`src/rtl/spi_shift_datapath_if.sv`:
```
// Handshake bundle between the SPI control FSM (master) and the serial shift datapath (slave).
`timescale 1ns/1ps

interface spi_shift_datapath_if #(
    parameter int WIDTH = 8,
    parameter int CNT_W = 3
);
    logic             posedge_sclk;
    logic             negedge_sclk;
    logic             cs;
    logic             mosi;
    logic [1:0]       sr_we;
    logic             addr_we;
    logic             buf_e;
    logic [WIDTH-1:0] par_in;
    logic [WIDTH-1:0] par_out;
    logic [WIDTH-2:0] addr;
    logic             rw;
    logic             miso;
    logic             miso_oe;
    logic [CNT_W-1:0] bit_cnt;
    logic             byte_done;

    modport master (
        output posedge_sclk, negedge_sclk, cs, mosi, sr_we, addr_we, buf_e, par_in,
        input  par_out, addr, rw, miso, miso_oe, bit_cnt, byte_done
    );

    modport slave (
        input  posedge_sclk, negedge_sclk, cs, mosi, sr_we, addr_we, buf_e, par_in,
        output par_out, addr, rw, miso, miso_oe, bit_cnt, byte_done
    );
endinterface

```
`src/rtl/spi_shift_datapath.sv`:
```
// SPI serial datapath: shift-in, address/RW latch, read-data shift-out on MISO, bit counter.
// Define SPI_LSB_FIRST_EN for LSB-first framing; MSB-first when undefined.
`timescale 1ns/1ps

module spi_shift_datapath #(
    parameter int WIDTH = 8,
    parameter int CNT_W = 3
) (
    input  logic                  clk_i,
    input  logic                  reset_i,
    spi_shift_datapath_if.slave   dp_if
);
    localparam logic [1:0] SR_SHIFT = 2'b01;
    localparam logic [1:0] SR_LOAD  = 2'b10;

    logic [WIDTH-1:0] sr_q, sr_d;
    logic [WIDTH-2:0] addr_q, addr_d;
    logic             rw_q, rw_d;
    logic             miso_q, miso_d;
    logic [CNT_W-1:0] bit_cnt_q, bit_cnt_d;
    logic             byte_done_q, byte_done_d;

    logic [WIDTH-1:0] sr_shift_in;
    logic [WIDTH-1:0] sr_shift_out;
    logic [WIDTH-2:0] latch_addr;
    logic             latch_rw;
    logic             out_bit;
    logic             par_in_out_bit;

`ifdef SPI_LSB_FIRST_EN
    assign sr_shift_in    = {dp_if.mosi, sr_q[WIDTH-1:1]};
    assign sr_shift_out   = {1'b0, sr_q[WIDTH-1:1]};
    assign latch_addr     = sr_q[WIDTH-2:0];
    assign latch_rw       = sr_q[WIDTH-1];
    assign out_bit        = sr_q[0];
    assign par_in_out_bit = dp_if.par_in[0];
`else
    assign sr_shift_in    = {sr_q[WIDTH-2:0], dp_if.mosi};
    assign sr_shift_out   = {sr_q[WIDTH-2:0], 1'b0};
    assign latch_addr     = sr_q[WIDTH-1:1];
    assign latch_rw       = sr_q[0];
    assign out_bit        = sr_q[WIDTH-1];
    assign par_in_out_bit = dp_if.par_in[WIDTH-1];
`endif

    logic do_shift_in;
    logic do_fall;
    logic do_shift_out;
    logic do_load;

    // A coincident rising edge masks the falling edge entirely.
    assign do_shift_in  = ~dp_if.cs & (dp_if.sr_we == SR_SHIFT) & dp_if.posedge_sclk;
    assign do_fall      = dp_if.negedge_sclk & ~dp_if.posedge_sclk;
    assign do_shift_out = do_fall & dp_if.buf_e & ~dp_if.cs;
    assign do_load      = (dp_if.sr_we == SR_LOAD);

    always_comb begin
        sr_d        = sr_q;
        addr_d      = addr_q;
        rw_d        = rw_q;
        miso_d      = miso_q;
        bit_cnt_d   = bit_cnt_q;
        byte_done_d = 1'b0;

        if (do_load) begin
            sr_d   = dp_if.par_in;
            miso_d = par_in_out_bit;
        end else begin
            if (do_fall)
                miso_d = out_bit;
            if (do_shift_in)
                sr_d = sr_shift_in;
            else if (do_shift_out)
                sr_d = sr_shift_out;
        end

        if (dp_if.cs) begin
            bit_cnt_d = '0;
        end else if (do_shift_in) begin
            bit_cnt_d   = bit_cnt_q + 1'b1;
            byte_done_d = (bit_cnt_q == CNT_W'(WIDTH - 1));
        end

        if (dp_if.addr_we) begin
            addr_d = latch_addr;
            rw_d   = latch_rw;
        end
    end

    always_ff @(posedge clk_i) begin
        if (reset_i) begin
            sr_q        <= '0;
            addr_q      <= '0;
            rw_q        <= 1'b0;
            miso_q      <= 1'b0;
            bit_cnt_q   <= '0;
            byte_done_q <= 1'b0;
        end else begin
            sr_q        <= sr_d;
            addr_q      <= addr_d;
            rw_q        <= rw_d;
            miso_q      <= miso_d;
            bit_cnt_q   <= bit_cnt_d;
            byte_done_q <= byte_done_d;
        end
    end

    // Pad enable is held off while reset is asserted.
    assign dp_if.miso_oe   = dp_if.buf_e & ~dp_if.cs & ~reset_i;
    assign dp_if.miso      = dp_if.miso_oe ? miso_q : 1'b0;
    assign dp_if.par_out   = sr_q;
    assign dp_if.addr      = addr_q;
    assign dp_if.rw        = rw_q;
    assign dp_if.bit_cnt   = bit_cnt_q;
    assign dp_if.byte_done = byte_done_q;

endmodule
```
`src/flat_wrapper.sv`:
```
// flat-port wrapper written by rule: the top's interface ports become plain ports
module spi_shift_datapath_flat 
#(
    parameter int WIDTH = 8,
    parameter int CNT_W = 3
)
  (clk_i, reset_i, dp_if_posedge_sclk, dp_if_negedge_sclk, dp_if_cs, dp_if_mosi, dp_if_sr_we, dp_if_addr_we, dp_if_buf_e, dp_if_par_in, dp_if_par_out, dp_if_addr, dp_if_rw, dp_if_miso, dp_if_miso_oe, dp_if_bit_cnt, dp_if_byte_done);
  spi_shift_datapath_if #(.WIDTH(WIDTH), .CNT_W(CNT_W)) dp_if_i ();
  input  logic clk_i;
  input  logic reset_i;
  input wire logic [$bits(dp_if_i.posedge_sclk)-1:0] dp_if_posedge_sclk;
  input wire logic [$bits(dp_if_i.negedge_sclk)-1:0] dp_if_negedge_sclk;
  input wire logic [$bits(dp_if_i.cs)-1:0] dp_if_cs;
  input wire logic [$bits(dp_if_i.mosi)-1:0] dp_if_mosi;
  input wire logic [$bits(dp_if_i.sr_we)-1:0] dp_if_sr_we;
  input wire logic [$bits(dp_if_i.addr_we)-1:0] dp_if_addr_we;
  input wire logic [$bits(dp_if_i.buf_e)-1:0] dp_if_buf_e;
  input wire logic [$bits(dp_if_i.par_in)-1:0] dp_if_par_in;
  output wire logic [$bits(dp_if_i.par_out)-1:0] dp_if_par_out;
  output wire logic [$bits(dp_if_i.addr)-1:0] dp_if_addr;
  output wire logic [$bits(dp_if_i.rw)-1:0] dp_if_rw;
  output wire logic [$bits(dp_if_i.miso)-1:0] dp_if_miso;
  output wire logic [$bits(dp_if_i.miso_oe)-1:0] dp_if_miso_oe;
  output wire logic [$bits(dp_if_i.bit_cnt)-1:0] dp_if_bit_cnt;
  output wire logic [$bits(dp_if_i.byte_done)-1:0] dp_if_byte_done;
  assign dp_if_i.posedge_sclk = dp_if_posedge_sclk;
  assign dp_if_i.negedge_sclk = dp_if_negedge_sclk;
  assign dp_if_i.cs = dp_if_cs;
  assign dp_if_i.mosi = dp_if_mosi;
  assign dp_if_i.sr_we = dp_if_sr_we;
  assign dp_if_i.addr_we = dp_if_addr_we;
  assign dp_if_i.buf_e = dp_if_buf_e;
  assign dp_if_i.par_in = dp_if_par_in;
  assign dp_if_par_out = dp_if_i.par_out;
  assign dp_if_addr = dp_if_i.addr;
  assign dp_if_rw = dp_if_i.rw;
  assign dp_if_miso = dp_if_i.miso;
  assign dp_if_miso_oe = dp_if_i.miso_oe;
  assign dp_if_bit_cnt = dp_if_i.bit_cnt;
  assign dp_if_byte_done = dp_if_i.byte_done;
  spi_shift_datapath #(.WIDTH(WIDTH), .CNT_W(CNT_W)) u_core (.clk_i(clk_i), .reset_i(reset_i), .dp_if(dp_if_i));
endmodule
```
`config.mk`:
```
export PLATFORM = sky130hd
export DESIGN_NAME = spi_shift_datapath_flat
export DESIGN_NICKNAME = d
export VERILOG_FILES = /design/src/rtl/spi_shift_datapath_if.sv /design/src/rtl/spi_shift_datapath.sv /design/src/flat_wrapper.sv
export SDC_FILE = /design/constraint.sdc
export NUM_CORES = 1
export LEC_CHECK = 0
export CAP_MARGIN = 20
export CORE_MARGIN = 5
export CORE_UTILIZATION = 35
export CTS_CLUSTER_SIZE = 16
export DETAILED_ROUTE_END_ITERATION = 16
export PLACE_DENSITY = 0.68
export REMOVE_ABC_BUFFERS = 1
export SKIP_CTS_REPAIR_TIMING = 1
export SYNTH_ARGS = -nofsm -noshare
export SYNTH_HDL_FRONTEND = slang
export SYNTH_SLANG_ARGS = --single-unit
```
`constraint.sdc`:
```
create_clock -name clk_i -period 4.3 [get_ports clk_i]
set_clock_uncertainty 0.2 [all_clocks]
set_input_delay 0.645 -clock clk_i [delete_from_list [all_inputs] [get_ports clk_i]]
set_output_delay 0.645 -clock clk_i [all_outputs]
set_load 0.01 [all_outputs]
```
### Yosys cells after proc, flatten, opt, wreduce, memory -nomap -nowiden

Cells that the tools add are included.
W data, S select, Z words.

* register bits after elaboration: 21
* bits of input ports: 18
* output and inout port bits: 22
* logic and storage cells: 31

* add/sub/neg operators: 1
* eq/ne operators: 3
* mux-type cells: 6
* bitwise gates (word level): 11
* reductions and logical operators: 4

Operator list (number)
* $mux W8: 3
* $and A1 B1 Y1: 7
* $not A1 Y1: 4
* $add A3 B1 Y3 const B: 1
* $eq A3 B3 Y1 const B: 1
* $mux W1: 3
* $reduce_bool A3 Y1: 1
* $reduce_or A3 Y1: 1
* $eq A2 B1 Y1 const B: 1
* $eq A2 B2 Y1 const B: 1
* $reduce_bool A2 Y1: 1
* $reduce_or A2 Y1: 1

### Longest topological paths before layout

Gate-level depths: netlist of run 1.

* depth in word-level cells: 7
* gate-level depth with buffers: 5

### Worst setup path before layout of run 1

No wires, ideal clock.

* path type: input to register
* from: input dp_if_sr_we[1]
* to: register u_core.sr_q[1] (netlist: u_core.dp_if.par_out[1])
* data arrival time: 1592 ps
* setup slack: 2428 ps
* stages: 5
* buffers on the path: 2
* cell sequence: nor2b_1 buf_2 or3_4 buf_6 a211oi_2

* word-level cells in the longest chain between the ends: 5
* elaborated cells between the ends (all ways): 7
* classes of those cells: eq/ne: 2; mux: 2; bitwise: 2; reduce/logical: 1

Ends and longest elaborated chain
* from (decl): RTL line flat_wrapper.sv:15 `input wire logic [$bits(dp_if_i.sr_we)-1:0] dp_if_sr_we;`
* $eq A2 B1 Y1: RTL line spi_shift_datapath.sv:52 `assign do_shift_in = ~dp_if.cs & (dp_if.sr_we == SR_SHIFT) & dp_if.posedge_sclk;`
* $and A1 B1 Y1 (2 in a row): RTL line spi_shift_datapath.sv:52
* $mux W8: RTL line spi_shift_datapath.sv:71 `if (do_shift_in)`
* $mux W8: RTL line spi_shift_datapath.sv:65 `if (do_load) begin`
* to (signal assigned): RTL line spi_shift_datapath.sv:99 `sr_q <= sr_d;`
* to (decl): RTL line spi_shift_datapath.sv:16 `logic [WIDTH-1:0] sr_q, sr_d;`

Several ways; a longest one is shown, not always the timed one.
A chain may end at the register's enable or synchronous reset.

### Worst setup path after layout of run 1

* from: input reset_i
* to: output dp_if_miso

* word-level cells in the longest chain between the ends: 3

Ends and longest elaborated chain
* from (decl): RTL line flat_wrapper.sv:10 `input logic reset_i;`
* $not A1 Y1: RTL line spi_shift_datapath.sv:109 `assign dp_if.miso_oe = dp_if.buf_e & ~dp_if.cs & ~reset_i;`
* $and A1 B1 Y1: RTL line spi_shift_datapath.sv:109
* $mux W1: RTL line spi_shift_datapath.sv:110 `assign dp_if.miso = dp_if.miso_oe ? miso_q : 1'b0;`
* to (decl): RTL line flat_wrapper.sv:22 `output wire logic [$bits(dp_if_i.miso)-1:0] dp_if_miso;`

No other way between the ends.

==> results of run 1 <==
how the worst min path moves through the flow:
stage,start,endpoint,slack [ps],cells past startpoint
after detailed placement,u_core.dp_if.addr[4]$_SDFFE_PP0P_,u_core.dp_if.addr[4]$_SDFFE_PP0P_,290,2
after floorplan,u_core.dp_if.addr[0]$_SDFFE_PP0P_,u_core.dp_if.addr[0]$_SDFFE_PP0P_,330,2
after global placement,u_core.dp_if.addr[6]$_SDFFE_PP0P_,u_core.dp_if.addr[6]$_SDFFE_PP0P_,270,2
after global routing,u_core.dp_if.addr[1]$_SDFFE_PP0P_,u_core.dp_if.addr[1]$_SDFFE_PP0P_,360,2
final,u_core.dp_if.addr[3]$_SDFFE_PP0P_,u_core.dp_if.addr[3]$_SDFFE_PP0P_,310,2
after CTS,u_core.dp_if.addr[3]$_SDFFE_PP0P_,u_core.dp_if.addr[3]$_SDFFE_PP0P_,310,2
metal layers:
| layer | global-route usage | share of wire |
|---|---|---|
| met4 | 0.0239 | 0 |
| met2 | 0.190 | 0.46 |
| met5 | 0 | 0 |
| met1 | 0.139 | 0.47 |
| met3 | 0.0360 | 0.063 |
power by group:
group / internal (mW) / switching, mW / leakage, nW
sequential: 0.205 / 0.00831 / 0.171
clock: 0.0360 / 0.0562 / 0.0150
combinational: 0.0503 / 0.0363 / 0.344
stage by stage:
stage | instances | power, mW | utilization | hold slack (ps)
5_1_grt | 159 | 0.413 | 0.516 | 361
3_3_place_gp | 155 | 0.304 | 0.506 | 274
4_1_cts | 159 | 0.397 | 0.516 | 314
2_1_floorplan | 82 | 0.255 | - | 328
6_report | 159 | 0.392 | 0.516 | 310
3_5_place_dp | 155 | 0.305 | 0.506 | 289
worst max-delay path, delay by kind of cell:
family / cells / cell delay (ps)
simple gates: 2 / 280
buf+inv: 3 / 1180
registers in the layout, indices dropped and copies added (netlist names):
signal                  cells
u_core.dp_if.byte_done      1
u_core.dp_if.par_out        8
u_core.dp_if.addr           7
u_core.miso_q               1
u_core.dp_if.bit_cnt        3
u_core.dp_if.rw             1
area by class of cell:
class	count	share of cell area
Tap cell	31	0.0278
Inverter	1	0.00269
Timing Repair Buffer	42	0.295
Clock buffer	4	0.0188
Sequential cell	21	0.301
Multi-Input combinational cell	60	0.355
cell families (layout without fill, tap and decap cells):
| logic type | count (synthesis) | count (layout) | share of synthesized area |
|---|---|---|---|
| adder cells (fa/ha/maj) | 2 | 2 | 0.0259 |
| AND/OR/NAND/NOR | 29 | 29 | 0.183 |
| buffers and inverters | 9 | 47 | 0.0506 |
| flip-flops | 21 | 21 | 0.436 |
| AO/OA/AOI/OAI | 11 | 11 | 0.119 |
| XOR/XNOR | 1 | 1 | 0.00908 |
| multiplexers | 17 | 17 | 0.176 |
cells in the final DEF, fill, tap and decap left out, drive strengths merged:
| master | Yosys | layout |
|---|---|---|
| or3 | 1 | 1 |
| a21oi | 1 | 1 |
| nor2 | 9 | 9 |
| mux2i | 17 | 17 |
| a22oi | 1 | 1 |
| a211oi | 9 | 9 |
| nand2b | 1 | 1 |
| ha | 2 | 2 |
| clkbuf | 3 | 4 |
| buf | 5 | 3 |
| nor2b | 1 | 1 |
| or4b | 1 | 1 |
| and4bb | 1 | 1 |
| and2 | 1 | 1 |
| dfxtp | 21 | 21 |
| nor4bb | 1 | 1 |
| nor4 | 7 | 7 |
| and3b | 1 | 1 |
| nor3 | 3 | 3 |
| clkdlybuf4s50 | 0 | 39 |
| and3 | 2 | 2 |
| inv | 1 | 1 |
| xnor2 | 1 | 1 |
==> metrics.txt, run 1 <==
share of layout cells above drive strength 1=0.109; Routed Antenna Nets=0; Tmin final=2960 ps; crit path DAT=2120 ps; Ys Warns=0; Final HPWL DP=1.64 mm; Worst Setup Start Kind=input port; RSZ-0062 raised after global routing=false; buffers added on ports=39; io pins=40; HP Class=reg2reg; initial DRC count=14; # H-tree levels=1; vias in the first global route=843; maximum vdd drop=between 200 and 250 uV; first-pass GRT wire length=3.77 mm; top-area cell type share of the netlist area=0.436; Syn Std Cell Area=965 sq um; die area=3910 sq um; placed cell area=approximately 1400 sq um; status=finished clean; top-count cell post-synth=dfxtp_1; syn avg cell area=roughly 11 sq um; Die Ht=around 63 microns; most frequent cells after synthesis=21 x dfxtp_1, 17 x mux2i_1, 9 x nor2_1; Die X=62.5 microns; setup_tns=0 ps; synth top area cells=dfxtp_1 44%, mux2i_1 18%, a211oi_2 9.1%; final net count=149; GRT overflow=0; post-synth top area cell=dfxtp_1; CTS tree=yes; FILL cells=~250; period utilization=0.689; total number of vias=802; Synth Instances=90; Worst slew margin=0.625; Worst Path Class, Setup=in2out; antenna diode count=0; Setup WS post-layout=1340 ps; Setup crit start=reset_i; Clock transition at path regs=110 ps; LEAKAGE=0.531 nW; max capacitance violation total=0; DP Worst Slack=1330 ps; Slew @ Worst Pin=562 ps; worst reg-to-reg path cell count=4; core area=2710 sq um; Post-synth top flop=dfxtp_1; largest net degree at the start of global routing=22; All-Layer GR Usage=0.113; clock sinks=21; Critical Path RT=3450 ps; reg2reg start=u_core.dp_if.bit_cnt[0]$_SDFFE_PP0P_; design area=about 1400 sq um; Final Hold Viols=0; # DRC=0; Pwr Density=280 nW/um^2; reg2reg end=u_core.dp_if.bit_cnt[2]$_SDFFE_PP0P_; Site Rows=19; Final Wtd Congestion=just over 0.7; worst-skew pair later-pin latency=290 ps; area occupied by multi-input gates=495 sq um; register area=420 sq um; R2R setup slack=roughly 3000 ps; CP endpoint=dp_if_miso; CTS buffer count=3; Post-synth ARST share=0; Initial Utilization=0.356; DR pass1 iterations=3; Post-synth EDFFs=0; most used cell, CP=clkdlybuf4s50_1; clock root buffer=clkbuf_4; final setup vio count=0; CP max stage cell=clkdlybuf4s50_1; antenna violations before repair=0; Via density=5.04; Routed WL=2.27 mm; count of different cell masters after synthesis=25; worst path cell trace=clkdlybuf4s50_1 -> buf_4 -> nor2_1 -> and3_1 -> clkdlybuf4s50_1; clk buf depth=2; crit-path max FO=21; sequential element share of the synthesized area=0.436; crit end category=output pin; Max Clk Rate=around 340 MHz; Worst path max stage delay=470 ps; area growth from synthesis to layout=44.9%; WL per Instance=14.3 microns; Max Slew Vio Count=0; Yosys reg bits=21
Note: power is estimated with default switching activity, not from simulation.
==> run 2, diff against run 1 <==
- clock period: 4.3 -> 2.81 ns (I/O delays scaled with it)
==> metrics.txt, run 2 (synthesized netlist as in run 1, its figures left out) <==
antenna diode count=0 (unchanged); Seq pwr share=0.540 (was 0.544); Comb pwr share=0.220 (was 0.221); Max Clk Rate=406 MHz; Via density=5.11 (was 5.04); CTS tree=yes (unchanged); Worst slew margin=0.635 (was 0.625); Switching Share=0.262 (was 0.257); period utilization=0.876; commonest cells after routing, fill and taps aside=39 x clkdlybuf4s50_1, 21 x dfxtp_1, 17 x mux2i_1 (unchanged); Worst Setup Start Kind=input port (unchanged); worst-skew pair later-pin latency=300 ps (was 290 ps); Slew @ Worst Pin=547 ps (was 562 ps); Clock transition at path regs=120 ps (was 110 ps); RSZ-0062 raised after global routing=false (unchanged); DR pass1 iterations=4 (was 3); initial DRC count=15 (was 14); HP Class=reg2reg (unchanged); Die Ht=62.5 microns (unchanged); max capacitance violation total=0 (unchanged); clock sinks=21 (unchanged); antenna violations before repair=0 (unchanged); Final HPWL DP=1.68 mm (was 1.64 mm); hold path cells=2 (unchanged); part of the power in the clock network=0.241 (was 0.235); Overall Power=0.604 mW (was 0.392 mW); LEAKAGE=0.531 nW (unchanged); Largest register FFs=8 (unchanged); Routed Antenna Nets=0 (unchanged); first-pass GRT wire length=3.91 mm (was 3.77 mm); Initial Utilization=0.356 (unchanged); status=finished clean (unchanged); area growth from synthesis to layout=44.9% (unchanged); CTS buffer count=3 (unchanged); total number of vias=813 (was 802); Setup WS post-layout=348 ps (was 1340 ps); crit path DAT=1840 ps (was 2120 ps); Final Hold Viols=0 (unchanged); core area=2710 sq um (unchanged); clk buf depth=2 (unchanged); CP max stage cell=clkdlybuf4s50_1 (unchanged); GRT overflow=0 (unchanged); setup_tns=0 ps (unchanged); worst path cell trace=clkdlybuf4s50_1 -> nor2_1 -> and3_1 -> clkdlybuf4s50_1 (was clkdlybuf4s50_1 -> buf_4 -> nor2_1 -> and3_1 -> clkdlybuf4s50_1); Final Wtd Congestion=0.717 (was 0.712); WL per Instance=14.6 microns (was 14.3 microns); Routed WL=2.33 mm (was 2.27 mm); Tmin final=between 2000 and 2500 ps; DP Worst Slack=357 ps (was 1330 ps); vias in the first global route=844 (was 843); clock root buffer=clkbuf_4 (unchanged); share of layout cells above drive strength 1=0.109 (unchanged); Worst path max stage delay=530 ps (was 470 ps); most used cell, CP=clkdlybuf4s50_1 (unchanged); die area=3910 sq um (unchanged); most common cell after layout, fill and taps aside=clkdlybuf4s50_1 (unchanged); switching pwr=0.158 mW (was 0.101 mW); Pwr Density=432 nW/um^2 (was 280 nW/um^2); buffers added on ports=39 (unchanged); Worst Path Class, Setup=in2out (unchanged); final net count=149 (unchanged); final setup vio count=0 (unchanged); Fin Hold WS=304 ps (was 310 ps); # DRC=0 (unchanged); # H-tree levels=1 (unchanged); Die X=62.5 microns (unchanged); io pins=40 (unchanged); crit end category=output pin (unchanged); Max Slew Vio Count=0 (unchanged); maximum vdd drop=338 uV (was 241 uV); worst reg-to-reg path cell count=4 (unchanged); Site Rows=19 (unchanged); All-Layer GR Usage=0.122 (was 0.113); Critical Path RT=2190 ps (was 3450 ps); largest net degree at the start of global routing=21 (was 22); crit-path max FO=6 (was 21); Pint=0.446 mW (was 0.291 mW)
-- run 2: cell counts in the layout (fill, tap and decap cells not counted) --
No cell type changed its count.
-- run 2: routing by layer --
| layer | track usage | share of wire | wire length [microns] |
|---|---|---|---|
| met3 | 0.0378 | 0.056 | 130 |
| met4 | 0.0477 | 0.0043 | 10 |
| met5 | 0 | 0 | 0 |
| met2 | 0.185 | 0.45 | 1050 |
| met1 | 0.160 | 0.49 | 1130 |
-- run 2: critical path, delay by kind of cell --
| kind | cells | cell delay, ps |
|---|---|---|
| buf+inv | 2 | 1030 |
| simple gates | 2 | 390 |
-- run 2: worst paths after layout --
check	startpoint	endpoint	slack, ps
setup / recovery	dp_if_cs	dp_if_miso	350
hold / removal	u_core.dp_if.addr[5]$_SDFFE_PP0P_	u_core.dp_if.addr[5]$_SDFFE_PP0P_	300
setup reg to reg	u_core.dp_if.bit_cnt[0]$_SDFFE_PP0P_	u_core.dp_if.bit_cnt[2]$_SDFFE_PP0P_	1500
hold reg to reg	u_core.dp_if.addr[5]$_SDFFE_PP0P_	u_core.dp_if.addr[5]$_SDFFE_PP0P_	300
-- run 2: power by group through the flow --
stage | clock network [mW] | logic, mW | registers (mW)
6_report | 0.145 | 0.133 | 0.326
5_1_grt | 0.166 | 0.143 | 0.329
4_1_cts | 0.150 | 0.134 | 0.326
3_5_place_dp | 0 | 0.133 | 0.333
3_3_place_gp | 0 | 0.132 | 0.333
2_1_floorplan | 0 | 0.0523 | 0.337
-- run 2: layout make-up --
cell class	count	area, sq um
clock buffer	4	26.3
inverter	1	3.75
tap	31	38.8
sequential	21	420
timing repair buffer	42	413
multi-input combinational	60	495
fill	265	1310
-- run 2: stage by stage --
stage	cell area, sq um	util	cells
2_1_floorplan	920	-	82
3_3_place_gp	1370	0.506	155
3_5_place_dp	1370	0.506	155
4_1_cts	1400	0.516	159
5_1_grt	1400	0.516	159
6_report	1400	0.516	159
==> run 3, diff against run 2 <==
- GPL_TIMING_DRIVEN: not set -> 0
==> metrics.txt, run 3 (synthesized netlist as in run 1, its figures left out) <==
Routed WL=2.33 mm (about the same); final net count=147 (was 149); Die X=62.5 microns (unchanged); Setup WS post-layout=214 ps (was 348 ps); # placed instances=153 (was 155); die area=3910 sq um (unchanged); FILL cells=269 (was 265); # H-tree levels=1 (unchanged); CP endpoint=dp_if_miso (unchanged); crit path buf inv count=2 (unchanged); clk buf depth=2 (unchanged); Final HPWL DP=1.64 mm (was 1.68 mm); most common cell after layout, fill and taps aside=clkdlybuf4s50_1 (unchanged); crit end category=output pin (unchanged); met1 wire length=1.17 mm (was 1.13 mm); antenna violations before repair=0 (unchanged); Via density=5.14 (was 5.11); Finished Layout Cells=157 (was 159); HP Start=u_core.dp_if.addr[5]$_SDFFE_PP0P_ (unchanged); Routed Antenna Nets=0 (unchanged); share of layout cells above drive strength 1=0.111 (was 0.109); crit path DAT=1970 ps (was 1840 ps); Final Hold Viols=0 (unchanged); io pins=40 (unchanged); Worst Path Class, Setup=in2out (unchanged); CTS tree=yes (unchanged); LEAKAGE=0.534 nW (was 0.531 nW); DP Worst Slack=-183 ps (was 357 ps); core area=2710 sq um (unchanged); HP Class=reg2reg (unchanged); clock sinks=21 (unchanged); Clock transition at path regs=120 ps (about the same); antenna diode count=0 (unchanged); Largest register FFs=8 (unchanged); vias in the first global route=766 (was 844); Tmin final=2600 ps (was 2460 ps); Site Rows=19 (unchanged); area growth from synthesis to layout=43.7% (was 44.9%); maximum vdd drop=324 uV (was 338 uV); Worst path max stage delay=710 ps (was 530 ps); WL per Instance=14.8 microns (was 14.6 microns); R2R setup slack=1460 ps (was 1500 ps); max capacitance violation total=0 (unchanged); Overall Power=0.607 mW (was 0.604 mW); final setup vio count=0 (unchanged); Critical Path RT=2190 ps (about the same); Final Wtd Congestion=0.710 (was 0.717); first-pass GRT wire length=3.88 mm (was 3.91 mm); Setup crit start=reset_i (was dp_if_cs); CP max stage cell=dlymetal6s2s_1 (was clkdlybuf4s50_1); total number of vias=807 (was 813); Die Ht=62.5 microns (unchanged); Slew @ Worst Pin=962 ps (was 547 ps); Initial Utilization=0.356 (unchanged); Max Slew Vio Count=0 (unchanged); All-Layer GR Usage=0.120 (was 0.122); reg2reg start=u_core.dp_if.bit_cnt[0]$_SDFFE_PP0P_ (unchanged); status=finished clean (unchanged); crit-path max FO=21 (was 6); Stages on worst setup path=4 (unchanged); period utilization=0.924 (was 0.876); worst reg-to-reg path cell count=4 (unchanged); top routing layer in use=met4 (unchanged); placed cell area=1360 sq um (was 1370 sq um); Max Clk Rate=385 MHz (was 406 MHz); worst-skew pair later-pin latency=310 ps (was 300 ps); DR pass1 iterations=4 (unchanged); largest net degree at the start of global routing=22 (was 21); met2 wire length=999 microns (was 1.05 mm); Worst Setup Start Kind=input port (unchanged); CTS buffer count=3 (unchanged); design area=1390 sq um (was 1400 sq um); Worst slew margin=0.358 (was 0.635); buffers added on ports=39 (unchanged); Pwr Density=438 nW/um^2 (was 432 nW/um^2); reg2reg end=u_core.dp_if.bit_cnt[2]$_SDFFE_PP0P_ (unchanged); register area=420 sq um (unchanged); area occupied by multi-input gates=498 sq um (was 495 sq um); worst path cell trace=dlymetal6s2s_1 -> nor2_1 -> and3_1 -> clkdlybuf4s50_1 (was clkdlybuf4s50_1 -> nor2_1 -> and3_1 -> clkdlybuf4s50_1); met3 WL=147 microns (was 130 microns); RSZ-0062 raised after global routing=false (unchanged); clock root buffer=clkbuf_4 (unchanged); initial DRC count=14 (was 15); GRT overflow=0 (unchanged); commonest cells after routing, fill and taps aside=38 x clkdlybuf4s50_1, 21 x dfxtp_1, 17 x mux2i_1 (was 39 x clkdlybuf4s50_1, 21 x dfxtp_1, 17 x mux2i_1); CP top delay family=buffers and inverters (unchanged); # DRC=0 (unchanged)
-- run 3: cell count changes in the layout (fill, tap and decap cells not counted), sizes merged --
cell	before	now
dlymetal6s2s	0	1
clkinv	0	1
clkbuf	4	3
buf	3	1
clkdlybuf4s50	39	38
-- run 3: worst min-delay path by stage --
stage | endpoint | slack (ps) | cells past startpoint
finish | u_core.dp_if.addr[5]$_SDFFE_PP0P_ | 300 | 2
global route | u_core.dp_if.addr[4]$_SDFFE_PP0P_ | 330 | 2
CTS | u_core.dp_if.addr[3]$_SDFFE_PP0P_ | 310 | 2
detailed placement | u_core.dp_if.addr[5]$_SDFFE_PP0P_ | 280 | 2
global placement | u_core.dp_if.addr[2]$_SDFFE_PP0P_ | 270 | 2
floorplan | u_core.dp_if.par_out[1]$_SDFFE_PP0P_ | 290 | 1
-- run 3: power breakdown --
group | total (mW) | switching, mW | internal (mW)
registers | 0.327 | 0.0131 | 0.313
clock network | 0.150 | 0.0970 | 0.0531
logic | 0.131 | 0.0552 | 0.0754
total | 0.607 | 0.165 | 0.442
-- run 3: layout make-up --
cell class	instances	share of cell area
clock buffers	3	0.0162
well taps	31	0.0280
clock inverters	1	0.00361
multi-input cells	60	0.359
repair buffers	40	0.287
inverters	1	0.00271
flip-flops and latches	21	0.303
-- run 3: per-layer routing --
layer | vias up | global-route usage
met4 | 0 | 0.0477
li1 | 406 | -
met3 | 2 | 0.0396
met1 | 374 | 0.171
met5 | - | 0
met2 | 25 | 0.163
-- run 3: through the flow --
| stage | setup TNS [ps] | hold slack, ps | util |
|---|---|---|---|
| 2_1_floorplan | 0 | 286 | - |
| 3_3_place_gp | -1250 | 272 | 0.498 |
| 3_5_place_dp | -346 | 283 | 0.500 |
| 4_1_cts | -372 | 312 | 0.511 |
| 5_1_grt | 0 | 334 | 0.512 |
| 6_report | 0 | 302 | 0.512 |
-- run 3: worst min-delay path: stages, from the launching register on --
cell and delay [ps]:
dfxtp_1 340, mux2i_1 60, nor2_1 70
